File: src/rtl/bcd_updown_counter_pkg.sv
// Shared BCD constants, step encoding and helpers for the up/down counter.
// Imported by the digit cell and the counter top.
package bcd_pkg;

   localparam int BCD_DIGIT_W = 4;
   localparam logic [BCD_DIGIT_W-1:0] BCD_NINE = 4'd9;
   localparam int BCD_MAX_DIGITS = 6;
   localparam int BCD_FULL_W = BCD_MAX_DIGITS * BCD_DIGIT_W;

   typedef enum logic [1:0] {
      STEP_HOLD = 2'd0,
      STEP_UP   = 2'd1,
      STEP_DOWN = 2'd2
   } step_e;

   // Widest packed BCD image of a decimal value; callers slice to their digit count.
   function automatic logic [BCD_FULL_W-1:0] dec_to_bcd(input int value);
      logic [BCD_FULL_W-1:0] bcd;
      int remaining;
      bcd = '0;
      remaining = value;
      for (int k = 0; k < BCD_MAX_DIGITS; k++) begin
         bcd[BCD_DIGIT_W*k +: BCD_DIGIT_W] = BCD_DIGIT_W'(remaining % 10);
         remaining = remaining / 10;
      end
      return bcd;
   endfunction

   function automatic logic bcd_digit_valid(input logic [BCD_DIGIT_W-1:0] digit);
      return digit <= BCD_NINE;
   endfunction

endpackage

File: src/rtl/bcd_updown_counter_if.sv
// Control/status bundle of the BCD up/down counter. The counter is the slave;
// whatever sequences it (or the previous cascade stage) is the master.
interface bcd_updown_counter_if #(
   parameter int DIGITS    = 2,
   parameter int MAX_COUNT = 99,
   parameter int BIN_W     = $clog2(MAX_COUNT + 1)
);

   logic                  clear_i;
   logic                  load_i;
   logic [4*DIGITS-1:0]   load_bcd_i;
   logic                  inc_i;
   logic                  dec_i;
   logic [4*DIGITS-1:0]   count_bcd_o;
   logic [BIN_W-1:0]      count_bin_o;
   logic                  carry_o;
   logic                  borrow_o;
   logic                  load_err_o;

   modport master (
      output clear_i, load_i, load_bcd_i, inc_i, dec_i,
      input  count_bcd_o, count_bin_o, carry_o, borrow_o, load_err_o
   );

   modport slave (
      input  clear_i, load_i, load_bcd_i, inc_i, dec_i,
      output count_bcd_o, count_bin_o, carry_o, borrow_o, load_err_o
   );

endinterface

File: src/rtl/bcd_updown_counter_digit.sv
// One BCD decade: clear/load/step with ripple carry (9->0) and borrow (0->9).
// inc_i and dec_i are never asserted together by the counter top.
module bcd_digit
   import bcd_pkg::*;
(
   input  logic                   clk_i,
   input  logic                   rst_i,
   input  logic                   clear_i,
   input  logic                   load_i,
   input  logic [BCD_DIGIT_W-1:0] load_val_i,
   input  logic                   inc_i,
   input  logic                   dec_i,
   output logic [BCD_DIGIT_W-1:0] digit_o,
   output logic                   carry_o,
   output logic                   borrow_o
);

   logic [BCD_DIGIT_W-1:0] digit_q;
   logic [BCD_DIGIT_W-1:0] digit_d;

   always_comb begin
      digit_d = digit_q;
      if (clear_i) begin
         digit_d = '0;
      end else if (load_i) begin
         digit_d = load_val_i;
      end else if (inc_i) begin
         digit_d = (digit_q == BCD_NINE) ? '0 : digit_q + 4'd1;
      end else if (dec_i) begin
         digit_d = (digit_q == '0) ? BCD_NINE : digit_q - 4'd1;
      end
   end

   always_ff @(posedge clk_i or posedge rst_i) begin
      if (rst_i) begin
         digit_q <= '0;
      end else begin
         digit_q <= digit_d;
      end
   end

   assign digit_o  = digit_q;
   assign carry_o  = inc_i & (digit_q == BCD_NINE);
   assign borrow_o = dec_i & (digit_q == '0);

endmodule

File: src/rtl/bcd_updown_counter.sv
// Multi-digit BCD up/down counter with binary shadow, load checking and cascade pulses.
// Define BCD_CNT_SATURATE_EN to hold at the range ends instead of wrapping.
module bcd_updown_counter
   import bcd_pkg::*;
#(
   parameter int DIGITS    = 2,
   parameter int MAX_COUNT = 99,
   parameter int BIN_W     = $clog2(MAX_COUNT + 1)
) (
   input  logic                 clk_i,
   input  logic                 rst_i,
   bcd_updown_counter_if.slave  bus
);

   localparam int BCD_W = DIGITS * BCD_DIGIT_W;
   localparam logic [BCD_FULL_W-1:0] MAX_BCD_FULL = dec_to_bcd(MAX_COUNT);
   localparam logic [BCD_W-1:0] MAX_BCD = MAX_BCD_FULL[BCD_W-1:0];
   localparam logic [BIN_W-1:0] MAX_BIN = BIN_W'(MAX_COUNT);

   wire  [BCD_W-1:0]  countBcd;
   wire  [DIGITS:0]   incChain;
   wire  [DIGITS:0]   decChain;
   logic              unusedRipple;

   step_e             stepOp;
   logic              atMax;
   logic              atZero;
   logic              loadValid;
   int                loadValue;
   logic              stepUp;
   logic              stepDown;
   logic              wrapUp;
   logic              wrapDown;
   logic              digitClear;
   logic              digitLoad;
   logic [BCD_W-1:0]  digitLoadVal;

   logic [BIN_W-1:0]  countBin_q;
   logic [BIN_W-1:0]  countBin_d;
   logic              loadErr_q;
   logic              loadErr_d;

   assign atMax  = (countBcd == MAX_BCD);
   assign atZero = (countBcd == '0);

   always_comb begin
      stepOp = STEP_HOLD;
      if (!bus.clear_i && !bus.load_i) begin
         if (bus.inc_i && !bus.dec_i) begin
            stepOp = STEP_UP;
         end else if (bus.dec_i && !bus.inc_i) begin
            stepOp = STEP_DOWN;
         end
      end
   end

   // Most significant digit first so the running value is plain decimal accumulation.
   always_comb begin
      loadValid = 1'b1;
      loadValue = 0;
      for (int k = DIGITS - 1; k >= 0; k--) begin
         if (!bcd_digit_valid(bus.load_bcd_i[BCD_DIGIT_W*k +: BCD_DIGIT_W])) begin
            loadValid = 1'b0;
         end
         loadValue = loadValue * 10 + int'(bus.load_bcd_i[BCD_DIGIT_W*k +: BCD_DIGIT_W]);
      end
      if (loadValue > MAX_COUNT) begin
         loadValid = 1'b0;
      end
   end

   assign stepUp   = (stepOp == STEP_UP) && !atMax;
   assign stepDown = (stepOp == STEP_DOWN) && !atZero;

`ifdef BCD_CNT_SATURATE_EN
   assign wrapUp   = 1'b0;
   assign wrapDown = 1'b0;
`else
   assign wrapUp   = (stepOp == STEP_UP) && atMax;
   assign wrapDown = (stepOp == STEP_DOWN) && atZero;
`endif

   // Range-end wraps reuse the digits' clear and load paths, so a truncated
   // MAX_COUNT never lets the ripple chain reach unused upper codes.
   assign digitClear   = bus.clear_i | wrapUp;
   assign digitLoad    = (bus.load_i & loadValid) | wrapDown;
   assign digitLoadVal = wrapDown ? MAX_BCD : bus.load_bcd_i;

   assign incChain[0] = stepUp;
   assign decChain[0] = stepDown;

   genvar g;
   for (g = 0; g < DIGITS; g++) begin : gDigit
      bcd_digit uDigit (
         .clk_i      (clk_i),
         .rst_i      (rst_i),
         .clear_i    (digitClear),
         .load_i     (digitLoad),
         .load_val_i (digitLoadVal[BCD_DIGIT_W*g +: BCD_DIGIT_W]),
         .inc_i      (incChain[g]),
         .dec_i      (decChain[g]),
         .digit_o    (countBcd[BCD_DIGIT_W*g +: BCD_DIGIT_W]),
         .carry_o    (incChain[g+1]),
         .borrow_o   (decChain[g+1])
      );
   end

   assign unusedRipple = incChain[DIGITS] ^ decChain[DIGITS];

   // Binary shadow follows exactly the same decision tree as the BCD digits.
   always_comb begin
      countBin_d = countBin_q;
      if (digitClear) begin
         countBin_d = '0;
      end else if (digitLoad) begin
         countBin_d = wrapDown ? MAX_BIN : BIN_W'(loadValue);
      end else if (stepUp) begin
         countBin_d = countBin_q + BIN_W'(1);
      end else if (stepDown) begin
         countBin_d = countBin_q - BIN_W'(1);
      end
   end

   assign loadErr_d = !bus.clear_i && bus.load_i && !loadValid;

   always_ff @(posedge clk_i or posedge rst_i) begin
      if (rst_i) begin
         countBin_q <= '0;
         loadErr_q  <= 1'b0;
      end else begin
         countBin_q <= countBin_d;
         loadErr_q  <= loadErr_d;
      end
   end

   assign bus.count_bcd_o = countBcd;
   assign bus.count_bin_o = countBin_q;
   assign bus.load_err_o  = loadErr_q;

`ifdef BCD_CNT_SATURATE_EN
   assign bus.carry_o  = 1'b0;
   assign bus.borrow_o = 1'b0;
`else
   assign bus.carry_o  = ~rst_i & (stepOp == STEP_UP) & atMax;
   assign bus.borrow_o = ~rst_i & (stepOp == STEP_DOWN) & atZero;
`endif

endmodule

File: src/flat_wrapper.sv
// flat-port wrapper written by rule: the top's interface ports become plain ports
module bcd_updown_counter_flat import bcd_pkg::*;
#(
   parameter int DIGITS    = 2,
   parameter int MAX_COUNT = 99,
   parameter int BIN_W     = $clog2(MAX_COUNT + 1)
)
  (clk_i, rst_i, bus_clear_i, bus_load_i, bus_load_bcd_i, bus_inc_i, bus_dec_i, bus_count_bcd_o, bus_count_bin_o, bus_carry_o, bus_borrow_o, bus_load_err_o);
  bcd_updown_counter_if #(.DIGITS(DIGITS), .MAX_COUNT(MAX_COUNT), .BIN_W(BIN_W)) bus_i ();
  input  logic clk_i;
  input  logic rst_i;
  input wire logic [$bits(bus_i.clear_i)-1:0] bus_clear_i;
  input wire logic [$bits(bus_i.load_i)-1:0] bus_load_i;
  input wire logic [$bits(bus_i.load_bcd_i)-1:0] bus_load_bcd_i;
  input wire logic [$bits(bus_i.inc_i)-1:0] bus_inc_i;
  input wire logic [$bits(bus_i.dec_i)-1:0] bus_dec_i;
  output wire logic [$bits(bus_i.count_bcd_o)-1:0] bus_count_bcd_o;
  output wire logic [$bits(bus_i.count_bin_o)-1:0] bus_count_bin_o;
  output wire logic [$bits(bus_i.carry_o)-1:0] bus_carry_o;
  output wire logic [$bits(bus_i.borrow_o)-1:0] bus_borrow_o;
  output wire logic [$bits(bus_i.load_err_o)-1:0] bus_load_err_o;
  assign bus_i.clear_i = bus_clear_i;
  assign bus_i.load_i = bus_load_i;
  assign bus_i.load_bcd_i = bus_load_bcd_i;
  assign bus_i.inc_i = bus_inc_i;
  assign bus_i.dec_i = bus_dec_i;
  assign bus_count_bcd_o = bus_i.count_bcd_o;
  assign bus_count_bin_o = bus_i.count_bin_o;
  assign bus_carry_o = bus_i.carry_o;
  assign bus_borrow_o = bus_i.borrow_o;
  assign bus_load_err_o = bus_i.load_err_o;
  bcd_updown_counter #(.DIGITS(DIGITS), .MAX_COUNT(MAX_COUNT), .BIN_W(BIN_W)) u_core (.clk_i(clk_i), .rst_i(rst_i), .bus(bus_i));
endmodule
File: config.mk
export PLATFORM = sky130hd
export DESIGN_NAME = bcd_updown_counter_flat
export DESIGN_NICKNAME = d
export VERILOG_FILES = /design/src/rtl/bcd_updown_counter_pkg.sv /design/src/rtl/bcd_updown_counter_if.sv /design/src/rtl/bcd_updown_counter_digit.sv /design/src/rtl/bcd_updown_counter.sv /design/src/flat_wrapper.sv
export SDC_FILE = /design/constraint.sdc
export NUM_CORES = 1
export LEC_CHECK = 0
export ABC_AREA = 1
export BUFFER_PORTS_ARGS = -buffer_cell sky130_fd_sc_hd__buf_2
export CAP_MARGIN = 10
export CORE_MARGIN = 2
export CORE_UTILIZATION = 40
export CTS_CLUSTER_DIAMETER = 40
export DETAILED_ROUTE_END_ITERATION = 7
export PLACE_DENSITY_LB_ADDON = 0.15
export SLEW_MARGIN = 10
export SYNTH_ARGS = -nofsm -noshare
export SYNTH_HDL_FRONTEND = slang
export SYNTH_SLANG_ARGS = --single-unit
File: constraint.sdc
create_clock -name clk_i -period 2.8 [get_ports clk_i]
set_input_delay 0.56 -clock clk_i [delete_from_list [all_inputs] [get_ports clk_i]]
set_output_delay 0.56 -clock clk_i [all_outputs]
set_load 0.02 [all_outputs]
==> results of run 1 <==
==> cells by family (layout without fill, tap and decap cells) <==
kind of cell    count (synthesis)  after routing  share of synthesized area
buf+inv                        59            104                      0.119
fa+ha+maj                      21             21                      0.137
simple gates                  181            183                      0.428
flops                          16             16                      0.192
compound gates                 33             33                     0.0905
xor+xnor                        8              8                     0.0336
==> layout make-up <==
cell class	count	area, um2
fill	547	2570
multi-input combinational	245	1480
timing repair buffer	46	268
tap	70	87.6
clock buffer	4	55.1
sequential	16	400
inverter	54	208
==> per-stage QoR <==
step	worst slack, ns	util	TNS [ns]	total power [uW]	hold WS (ns)
3_3_place_gp	-0.0839	0.470	-0.964	1590	0.544
2_1_floorplan	0.178	-	0	1290	0.474
6_report	0.161	0.493	0	1820	0.425
5_1_grt	-0.0163	0.493	-0.0367	2010	0.478
4_1_cts	0.132	0.481	0	1810	0.434
3_5_place_dp	-0.135	0.470	-1.69	1590	0.532
==> power by group through the flow <==
stage               Combinational [uW]  Clock (uW)  Sequential [uW]
floorplan                          799           0              491
global placement                  1170           0              414
detailed placement                1180           0              415
CTS                               1180         219              410
global route                      1360         227              426
finish                            1200         213              409
==> layout by cell type (no fill, tap or decap), drive strengths merged, types with 2 or more instances in the layout <==
master / count
fa: 3
clkbuf: 4
nand2: 90
ha: 18
dfrtp: 16
nor2: 27
nor3: 2
o21ai: 22
xnor2: 2
xor2: 6
or2: 3
nand3: 60
a21oi: 7
inv: 53
buf: 46
==> repair_timing <==
action	in CTS	in global routing
resized for setup	0	5
endpoints found under the setup margin	0	15
hold endpoints to repair	0	0
hold buffers	0	0
setup buffers	0	2
==> how the worst max path moves through the flow <==
stage,startpoint,endpoint,slack [ns],cells past startpoint
floorplan,bus_load_bcd_i[5],u_core.gDigit[1].uDigit.digit_o[3],0.18,15
global route,bus_load_bcd_i[5],u_core.bus.count_bin_o[0],-0.02,16
finish,bus_load_bcd_i[5],u_core.gDigit[1].uDigit.digit_o[2],0.16,16
CTS,bus_load_bcd_i[5],u_core.bus.count_bin_o[4],0.13,15
global placement,bus_load_bcd_i[5],u_core.gDigit[1].uDigit.digit_o[1],-0.08,15
detailed placement,bus_load_bcd_i[5],u_core.bus.count_bin_o[4],-0.13,15
==> layer usage <==
layer | wire length, um | vias up | GRT usage
met4 | 92 | 0 | 0.0582
met1 | 2530 | 951 | 0.246
met2 | 2460 | 41 | 0.312
met5 | 0 | - | 0
met3 | 208 | 11 | 0.0296
li1 | - | 1125 | -
==> state kept, by name, indices dropped and copies added (netlist names) <==
register                      cells
u_core.bus.load_err_o             1
u_core.gDigit.uDigit.digit_o      8
u_core.bus.count_bin_o            7
==> flow_metrics.env, run 1 <==
export IMPL_cellLeakagePower_uw=0.00141
export IMPL_coreArea_mm2=0.00507
export IMPL_switchingPower_uw=916
export IMPL_max_cap_violations=0
export IMPL_port_buffer_count=31
export IMPL_max_stage_delay_ns=0.47
export IMPL_netlist_area_mm2=0.00209
export IMPL_finalHoldViolCount=0
export IMPL_synth_edff_count=0
export IMPL_rows=26
export IMPL_viasPerCell=4.89
export IMPL_powerDensity_mw_per_mm2=728
export IMPL_min_path_type="in -> async"
export IMPL_synth_top_area_share=0.192
export IMPL_postRouteAntennaNets=0
export IMPL_r2r_start="u_core.gDigit[0].uDigit.digit_o[1]"
export IMPL_final_area_mm2=0.00250
export IMPL_crit_chain="buf_2 > ha_1 > ha_1 > fa_1 > nand2_2 > inv_2 > nand2_1 > nand3_1 > nand2_1 > inv_2 > nor2_4 > nand3_4 > buf_4 > nand3_1 > nand2_1 > o21ai_2"
export IMPL_r2r_end="u_core.bus.count_bin_o[6]"
export IMPL_p_int_uw=905
export IMPL_gr_total_overflow=0
export IMPL_yosysMostFrequentCell="nand2_1"
export IMPL_reg2reg_depth=16
export IMPL_clk_pin_slew_ns=0.07
export IMPL_setup_violations=0
export IMPL_cp_required_ns=2.99
export IMPL_htree_levels=1
export IMPL_worstPathArrival_ns=2.83
export IMPL_path_class="in -> reg"
export IMPL_synth_warning_count=0
export IMPL_dpl_instance_area_mm2=0.00238
export IMPL_period_needed_ns=2.64
export IMPL_instances_no_fill=435
export IMPL_antenna_found_initial=0
export IMPL_setup_worst_path_start_class="input pin"
export IMPL_die_area_mm2=0.00581
export IMPL_final_period_utilization=0.943
export IMPL_firstDrtPassIters=4
export IMPL_worst_pin_slew_ns=0.671
export IMPL_netlist_top_cells_area="dfrtp_1 (19%), nand2_1 (14%), nand3_1 (12%)"
export IMPL_drc=0
export IMPL_track_usage=0.187
export IMPL_end_kind="flop"
export IMPL_synthTopCellsByCount="nand2_1 (79), nand3_1 (50), inv_1 (36)"
export IMPL_cpMaxStageDelayCell="fa_1"
export IMPL_drt_initial_drc_count=94
export IMPL_synth_ff_type="dfrtp_1"
export IMPL_dr_total_vias=2128
export IMPL_wl_per_cell_um=12.1
export IMPL_grt_max_degree=21
export IMPL_seqPwrFrac=0.225
export IMPL_finalWirelength_mm=5.28
export IMPL_cp_common_cell="nand2_1"
export IMPL_yosysSeqAreaShare=0.192
export IMPL_crit_fanout=5
export IMPL_reg2reg_slack_ns=0.27
export IMPL_async_flop_share=1.00
export IMPL_fin_nets=401
export IMPL_clockPowerShare=0.117
export IMPL_grt_pass1_wl_mm=8.97
export IMPL_ios=32
export IMPL_cp_top_family="adder cells"
export IMPL_status="complete, no violations"
export IMPL_syn_inst=318
export IMPL_root_buffer="clkbuf_8"
export IMPL_drive_gt1_frac=0.277
export IMPL_fmax_ghz=0.379
export IMPL_gp_congestion=0.900
export IMPL_finalMaxSlewViolations=0
export IMPL_yosysUniqueCellTypes=31
export IMPL_clock_skew_ns=0.00240
export IMPL_syn_mean_instance_area_um2=6.57
export IMPL_hpwl_mm=4.26
export IMPL_syn_nets=353
export IMPL_numCtsBuffers=3
export IMPL_die_width_um=76.3
export IMPL_dp_cells=427
export IMPL_clk_latency_ns=0.25
export IMPL_ir_worst_vdd_mv=0.415
export IMPL_path_buf_inv=4
export IMPL_pwr_share_comb=0.658
export IMPL_max_slew_margin_rel=0.552
export IMPL_cts_tree="built"
export IMPL_numClockSinks=16
export IMPL_ys_ff_latch=16
export IMPL_grt_pass1_vias=2041
export IMPL_yosysTopAreaCell="dfrtp_1"
export IMPL_switching_share=0.503
export IMPL_diodes=0
export IMPL_synthToLayoutAreaGrowth_pct=19.8
export IMPL_clockBufferDepth=2
export IMPL_start_util=0.411
export IMPL_fp_dieH_um=76.3
(Power assumes the default switching activity.)
==> inputs of run 2 (changes only) <==
--- a/config.mk
+++ b/config.mk
@@ -8,12 +8,13 @@
 export ABC_AREA = 1
 export BUFFER_PORTS_ARGS = -buffer_cell sky130_fd_sc_hd__buf_2
 export CAP_MARGIN = 10
-export CORE_MARGIN = 2
 export CORE_UTILIZATION = 40
 export CTS_CLUSTER_DIAMETER = 40
 export DETAILED_ROUTE_END_ITERATION = 7
 export PLACE_DENSITY_LB_ADDON = 0.15
+export SKIP_CTS_REPAIR_TIMING = 1
 export SLEW_MARGIN = 10
 export SYNTH_ARGS = -nofsm -noshare
 export SYNTH_HDL_FRONTEND = slang
+export SYNTH_HIERARCHICAL = 1
 export SYNTH_SLANG_ARGS = --single-unit
==> run 2 against run 1 <==
Compared with the run above: register-to-register slack improved by 0.02 ns; highest routed layer unchanged; clock skew increased by 0.0011 ns; clock power increased by 4%; global-route usage increased by 1.7 points; die area increased by 7.1%; largest power group unchanged; synthesized area increased by 13%; final cell count increased by 18%; flip-flop and latch count unchanged; worst setup slack got worse by 0.087 ns; largest cell class unchanged; routed wire length increased by 12%; hold slack got worse by 0.21 ns; utilization increased by 3.0 points.
==> flow_metrics.env, run 2 <==
export IMPL_fillers=595
export IMPL_fin_nets=480
export IMPL_numCtsBuffers=3
export IMPL_min_path_type="in -> async"
export IMPL_reg2reg_slack_ns=0.29
export IMPL_clk_latency_ns=0.26
export IMPL_numClockSinks=16
export IMPL_hpwl_mm=4.74
export IMPL_finalMaxSlewViolations=0
export IMPL_end_kind="flop"
export IMPL_clk_pin_slew_ns=0.07
export IMPL_port_buffer_count=31
export IMPL_crit_fanout=6
export IMPL_clockBufferDepth=2
export IMPL_die_area_mm2=0.00623
export IMPL_grt_pass1_wl_mm=10.2
export IMPL_fmax_ghz=0.367
export IMPL_layout_commonest_cell="nand2_1"
export IMPL_period_needed_ns=2.73
export IMPL_netlist_area_mm2=0.00237
export IMPL_gp_congestion=0.854
export IMPL_seq_area_um2=400
export IMPL_grt_max_degree=14
export IMPL_grt_pass1_vias=2335
export IMPL_setup_violations=0
export IMPL_max_cap_violations=0
export IMPL_synth_warning_count=6
export IMPL_coreArea_mm2=0.00561
export IMPL_htree_levels=1
export IMPL_cp_required_ns=2.94
export IMPL_wl_per_cell_um=11.5
export IMPL_track_usage=0.204
export IMPL_final_period_utilization=0.974
export IMPL_multiInputGateArea_mm2=0.00172
export IMPL_viasPerCell=4.80
export IMPL_fp_dieH_um=78.9
export IMPL_max_slew_margin_rel=0.711
export IMPL_ir_worst_vdd_mv=0.452
export IMPL_diodes=0
export IMPL_r2r_end="u_core/bus.count_bin_o[4]"
export IMPL_syn_mean_instance_area_um2=6.26
export IMPL_drive_gt1_frac=0.285
export IMPL_instances_no_fill=514
export IMPL_finalHoldViolCount=0
export IMPL_cellLeakagePower_uw=0.00173
export IMPL_dp_cells=503
export IMPL_r2r_start="u_core/gDigit[0].uDigit/digit_o[0]"
export IMPL_worstPathArrival_ns=2.86
export IMPL_die_width_um=78.9
export IMPL_worst_pin_slew_ns=0.432
export IMPL_path_class="in -> reg"
export IMPL_drc=0
export IMPL_syn_inst=378
export IMPL_finalWirelength_mm=5.91
export IMPL_gr_total_overflow=0
export IMPL_largest_reg_flops=8
export IMPL_cts_tree="built"
export IMPL_status="complete, no violations"
export IMPL_postRouteAntennaNets=0
export IMPL_syn_nets=415
export IMPL_start_util=0.422
export IMPL_rows=27
export IMPL_firstDrtPassIters=4
export IMPL_final_area_mm2=0.00293
export IMPL_dpl_instance_area_mm2=0.00280
export IMPL_clock_skew_ns=0.00346
export IMPL_dr_total_vias=2468
export IMPL_ios=32
export IMPL_final_util=0.523
export IMPL_powerDensity_mw_per_mm2=733
export IMPL_setup_worst_path_start_class="input pin"
export IMPL_final_cell_mix="nand2_1 (114), inv_1 (52), nor2_1 (42)"
export IMPL_root_buffer="clkbuf_8"
export IMPL_reg2reg_depth=14
export IMPL_drt_initial_drc_count=91
export IMPL_synthToLayoutAreaGrowth_pct=24.0
export IMPL_antenna_found_initial=0
export IMPL_rsz0062_at_grt="true"
run 2: how the worst max path moves through the flow:
| stage | startpoint | end | slack (ns) | cells after the start |
|---|---|---|---|---|
| after global placement | bus_load_bcd_i[5] | u_core/gDigit[1].uDigit/digit_o[1] | -0.13 | 19 |
| final | bus_load_bcd_i[5] | u_core/gDigit[1].uDigit/digit_o[0] | 0.07 | 19 |
| after CTS | bus_load_bcd_i[5] | u_core/gDigit[1].uDigit/digit_o[0] | 0.08 | 19 |
| after detailed placement | bus_load_bcd_i[5] | u_core/gDigit[1].uDigit/digit_o[0] | -0.20 | 19 |
| after floorplan | bus_load_bcd_i[5] | u_core/gDigit[0].uDigit/digit_o[0] | 0.01 | 18 |
| after global routing | bus_load_bcd_i[5] | u_core/gDigit[1].uDigit/digit_o[0] | -0.06 | 19 |
run 2: metal layers:
metal	routed length, um	track usage
met4	29	0.0255
met1	2830	0.267
met2	2860	0.366
met5	0	0
met3	185	0.0241
run 2: layout make-up:
cell class / instances / share of cell area
Clock buffer: 4 / 0.0188
Multi-Input combinational cell: 293 / 0.586
Sequential cell: 16 / 0.137
Timing Repair Buffer: 65 / 0.140
Inverter: 64 / 0.0879
Tap cell: 72 / 0.0307
run 2: where the power goes:
group	switching, uW	leakage (uW)	total, uW	internal, uW
logic	918	0.00150	1550	628
clock network	96.7	0.0000288	222	125
registers	68.1	0.000206	382	314
total	1080	0.00173	2150	1070
run 2: through the flow:
stage | TNS, ns | hold slack (ns) | setup WS [ns] | total power, uW
global route | -0.188 | 0.231 | -0.0621 | 2390
CTS | 0 | 0.215 | 0.0794 | 2130
floorplan | 0 | 0.326 | 0.0125 | 1520
detailed placement | -2.00 | 0.497 | -0.199 | 1900
global placement | -1.33 | 0.498 | -0.131 | 1900
finish | 0 | 0.212 | 0.0741 | 2150
run 2: critical path: stages:
cell	delay (ns)
buf_2	0.12
ha_4	0.24
ha_4	0.16
fa_1	0.44
nand2_1	0.10
inv_2	0.07
buf_4	0.14
nand3_2	0.08
nand2_2	0.06
nor2_2	0.10
nand2_2	0.08
nand3_4	0.12
nand2_8	0.07
nor2_4	0.15
nand3_4	0.11
nand2_4	0.10
nor2_1	0.04
nand2_1	0.06
o21ai_1	0.07
